===== src/rtl/reduction_tree_pipe.sv =====
// rtl/reduction_tree_pipe.sv - pipelined, handshaked masked adder tree, one register per level
module reduction_tree_pipe #(
    parameter int NBIT        = 8,
    parameter int NUM_ADDENDS = 8,
    parameter int SIGNED      = 0,
    localparam int OW         = NBIT + $clog2(NUM_ADDENDS),
    localparam int LEVELS     = (NUM_ADDENDS > 1) ? $clog2(NUM_ADDENDS) : 1
) (
    input  logic                                 clk,
    input  logic                                 rst_n,
    input  logic                                 in_valid,
    output logic                                 in_ready,
    input  logic [NUM_ADDENDS-1:0][NBIT-1:0]     data_in,
    input  logic [NUM_ADDENDS-1:0]               lane_mask,
    output logic                                 out_valid,
    input  logic                                 out_ready,
    output logic [OW-1:0]                        result
);

    // Every level array carries one extra slot that is always zero, so an odd
    // last element pairs with zero and passes through unchanged.
    localparam int NP   = NUM_ADDENDS + 1;
    localparam int HALF = (NUM_ADDENDS + 1) / 2;

    logic [OW-1:0]     ext [NP];
    logic [OW-1:0]     nxt [LEVELS][NP];
    logic [OW-1:0]     stg [LEVELS][NP];
    logic [LEVELS-1:0] vld;
    logic              adv;

    assign adv       = !out_valid || out_ready;
    assign in_ready  = adv;
    assign out_valid = vld[LEVELS-1];
    assign result    = stg[LEVELS-1][0];

    always_comb begin
        for (int i = 0; i < NP; i++) begin
            ext[i] = '0;
        end
        for (int i = 0; i < NUM_ADDENDS; i++) begin
            if (lane_mask[i]) begin
                if (SIGNED != 0) begin
                    ext[i] = OW'($signed(data_in[i]));
                end else begin
                    ext[i] = OW'(data_in[i]);
                end
            end
        end
    end

    always_comb begin
        for (int l = 0; l < LEVELS; l++) begin
            for (int j = 0; j < NP; j++) begin
                nxt[l][j] = '0;
            end
        end
        for (int j = 0; j < HALF; j++) begin
            nxt[0][j] = ext[2*j] + ext[2*j+1];
        end
        for (int l = 1; l < LEVELS; l++) begin
            for (int j = 0; j < HALF; j++) begin
                nxt[l][j] = stg[l-1][2*j] + stg[l-1][2*j+1];
            end
        end
    end

    // Global stall: the whole pipe, bubbles included, moves only when the output can drain.
    always_ff @(posedge clk or negedge rst_n) begin
        if (!rst_n) begin
            vld <= '0;
            for (int l = 0; l < LEVELS; l++) begin
                for (int j = 0; j < NP; j++) begin
                    stg[l][j] <= '0;
                end
            end
        end else if (adv) begin
            vld[0] <= in_valid;
            for (int l = 1; l < LEVELS; l++) begin
                vld[l] <= vld[l-1];
            end
            for (int l = 0; l < LEVELS; l++) begin
                for (int j = 0; j < NP; j++) begin
                    stg[l][j] <= nxt[l][j];
                end
            end
        end
    end

endmodule

===== config.mk =====
export PLATFORM = sky130hd
export DESIGN_NAME = reduction_tree_pipe
export DESIGN_NICKNAME = d
export VERILOG_FILES = /design/src/rtl/reduction_tree_pipe.sv
export SDC_FILE = /design/constraint.sdc
export NUM_CORES = 1
export LEC_CHECK = 0
export CAP_MARGIN = 40
export CORE_MARGIN = 8
export CORE_UTILIZATION = 56
export DETAILED_ROUTE_END_ITERATION = 16
export HOLD_SLACK_MARGIN = 0.03
export PLACE_DENSITY = 0.84
export SYNTH_ARGS = -nofsm -noshare
export SYNTH_HDL_FRONTEND = slang
export SYNTH_SLANG_ARGS = --single-unit

===== constraint.sdc =====
create_clock -name clk -period 6.3 [get_ports clk]
set_clock_uncertainty 0.05 [all_clocks]
set_input_delay 1.26 -clock clk [delete_from_list [all_inputs] [get_ports clk]]
set_output_delay 1.26 -clock clk [all_outputs]
set_load 0.02 [all_outputs]

==> reports/metrics.cfg <==
[outcome]
status=finished clean

[finish]
fin_nets=821
n_antenna_cell=0
fillerInstances=744
drive_above_1_share_pct=3.660
area_growth_pct=20.67
final_core_util_pct=69.27

[hold_path]
hold_end=stg[187]$_DFFE_PN0P_
hold_path.startpoint=stg[187]$_DFFE_PN0P_
min_path_cells=2
hold_path.class=register to register

[setup_path]
worstPathArrival_ps=2490
slowest_delay_ps=530
r2r_cells=8
cpMaxStageDelayCell=clkdlybuf4s50_1
rr_endpoint=stg[182]$_DFFE_PN0P_
crit_path_end_kind=output port
crit_buf_inv=3
crit_family=buffers and inverters
rr_startpoint=stg[253]$_DFFE_PN0P_
worstPathRequired_ps=4990
crit_path_frequent_cell=clkdlybuf4s50_1
cp-start-kind=primary input
path_cells=clkdlybuf4s50_1 -> nor2b_4 -> inv_2 -> clkdlybuf4s50_1
cp-startpoint=out_ready
critPathMaxFanout=2
setup.worst_path.class=primary input to output port
r2r_setup_slack_ps=4160

[floorplan]
die_area_mm2=0.01274
rows=35
ios=89
coreArea_mm2=0.009153
die_w_um=112.9
initial_utilization_pct=57.40
die_y_um=112.9

[synthesis]
ys_warn_count=0
syn_avg_cell_area_um2=8.727
synth_fp_nets=745
yosysMostFrequentCell=nand2_1
synth-edff-count=0
yosysTopAreaCell=dfrtp_1
synth_commonest_cells=72 x nand2_1, 70 x dfrtp_1, 66 x and2_1, 60 x ha_1, 53 x nor2_1
synth_flop_cell=dfrtp_1
synth_cells=602
ys_types=40
yosys.area.top_type_share_pct=33.34
ys_seq_area_share_pct=33.34
syn_area_mm2=0.005254
synthTopCellsByArea=dfrtp_1 33%, ha_1 14%, and2_1 7.9%
ys_ff_latch=70
ys_async_sr_fraction_pct=100.0

[global_routing]
grt_antenna_before_repair=0
grt_max_degree=77
grt_pass1_vias=4669
grt_usage_pct=18.73
grt_pass1_wl_um=20180
gr-total-overflow=0

[drt]
drtPass1Iterations=4
via_per_inst=5.636
routed-wl-met3_um=445
drcViolationCount=0
met1_length_um=5304
highest_layer=met4
drtAntennaViolNets=0
drt-total-wl_um=11550
routed-wl-met2_um=5680
drt-initial-drc-count=183
num_vias=4475
routedWlPerCell_um=14.55

[sta]
min_period_over_period_pct=60.29
finalSetupViolCount=0
final_hold_viol_count=0
drv_slew=0
max_slew_margin_pct=50.97
setup_tns_ps=0
fin_crit_ps=3798
clock.fmax_mhz=263.3
rsz0062_at_grt=no
worst_pin_slew_ps=735.5

[clocking]
cts_sinks=70
root_buffer=clkbuf_8
clock_path_buffers=2
clk_pin_slew_worst_paths_ps=70
cts_tree=yes
cts_buffers=9
cts_resized=0
htree_levels=3
clk_latency_ps=340
post_cts_buffers=0
ctsHoldBuffers=0

[power_and_ir_drop]
power_w=0.002346
vdd_drop_max_mv=0.1746
power_density_mw_per_mm2=370.1
leakage_nw=2.873

[placed_design]
gp_congestion=0.8361
place_hpwl_um=9104
io_buffers=88

[flow_run]
max_cap_viol_count=0

==> sequential cells by signal, indices dropped and copies added (netlist names) <==
name and cells:
result 11, stg 56, vld 3
==> per-layer routing <==
| layer | global-route usage, % | up-vias |
|---|---|---|
| met5 | 0 | - |
| met4 | 5.506 | 0 |
| met3 | 3.834 | 14 |
| met2 | 32.44 | 79 |
| met1 | 23.00 | 2133 |
| li1 | - | 2249 |
==> final cells by class <==
class                   instances  area (um^2)  area share (%)
well taps                     111        138.9           2.191
repair buffers                 92        918.4           14.49
clock buffers                  12        145.1           2.289
multi-input cells             486         3292           51.92
flip-flops and latches         70         1752           27.63
inverters                      19        71.32           1.125
clock inverters                 4        22.52          0.3552
==> metrics by stage <==
stage                     hold slack (ps)  area (um^2)  instances  worst slack, ps
after detailed placement            411.9         6172        778             2500
after global routing                450.1         6340        794             2464
after CTS                           427.3         6340        794             2500
final                               422.4         6340        794             2502
after global placement              395.2         6152        777             2494
after floorplan                     380.0         5254        602             2886
==> worst register-to-register path, cell delays in order (launching register included) <==
cell and delay, ps:
dfrtp_1 380, ha_1 230, inv_1 70, fa_1 250
nor2b_4 60, o31a_1 280, o21a_1 190, or3_1 300
a31o_1 210
==> worst max-delay path by stage <==
stage / to / slack [ps] / cells past startpoint
2_1_floorplan: in_ready / 2890 / 5
3_3_place_gp: in_ready / 2490 / 4
3_5_place_dp: in_ready / 2500 / 4
4_1_cts: in_ready / 2500 / 4
5_1_grt: in_ready / 2460 / 4
6_report: in_ready / 2500 / 4
==> where the power goes <==
part | leakage [nW] | switching, W | internal [W]
registers | 0.841 | 0.000115 | 0.000632
clock network | 0.0861 | 0.000166 | 0.000152
logic | 1.95 | 0.000697 | 0.000585
total | 2.87 | 0.000977 | 0.00137
==> kinds of logic after synthesis <==
kind of cell	Yosys count	share of synthesized area (%)
adders and majority gates	67	16.96
AOI/OAI and AO/OA	168	19.81
and+or+nand+nor	220	20.58
DFF	70	33.34
xor gates and xnor gates	31	5.168
buffers and inverters	46	4.144
==> layout by cell type (no fill, tap or decap), types with 3 or more instances in the layout <==
cell,n
a211oi_1,16
a21o_1,10
a21oi_1,47
a31oi_1,6
and2_1,66
buf_4,3
clkbuf_8,10
clkdlybuf4s50_1,87
clkinv_2,3
dfrtp_1,70
fa_1,7
ha_1,60
inv_1,18
nand2_1,72
nand2b_1,7
nand3_1,3
nor2_1,53
nor2b_4,3
nor3b_1,4
o211a_1,3
o211ai_1,7
o21a_1,7
o21ai_0,46
o21bai_1,3
o311ai_0,3
o31a_1,3
o31ai_1,9
or4_1,3
xnor2_1,10
xor2_1,21
No activity file was read; power rests on OpenSTA's default activity.
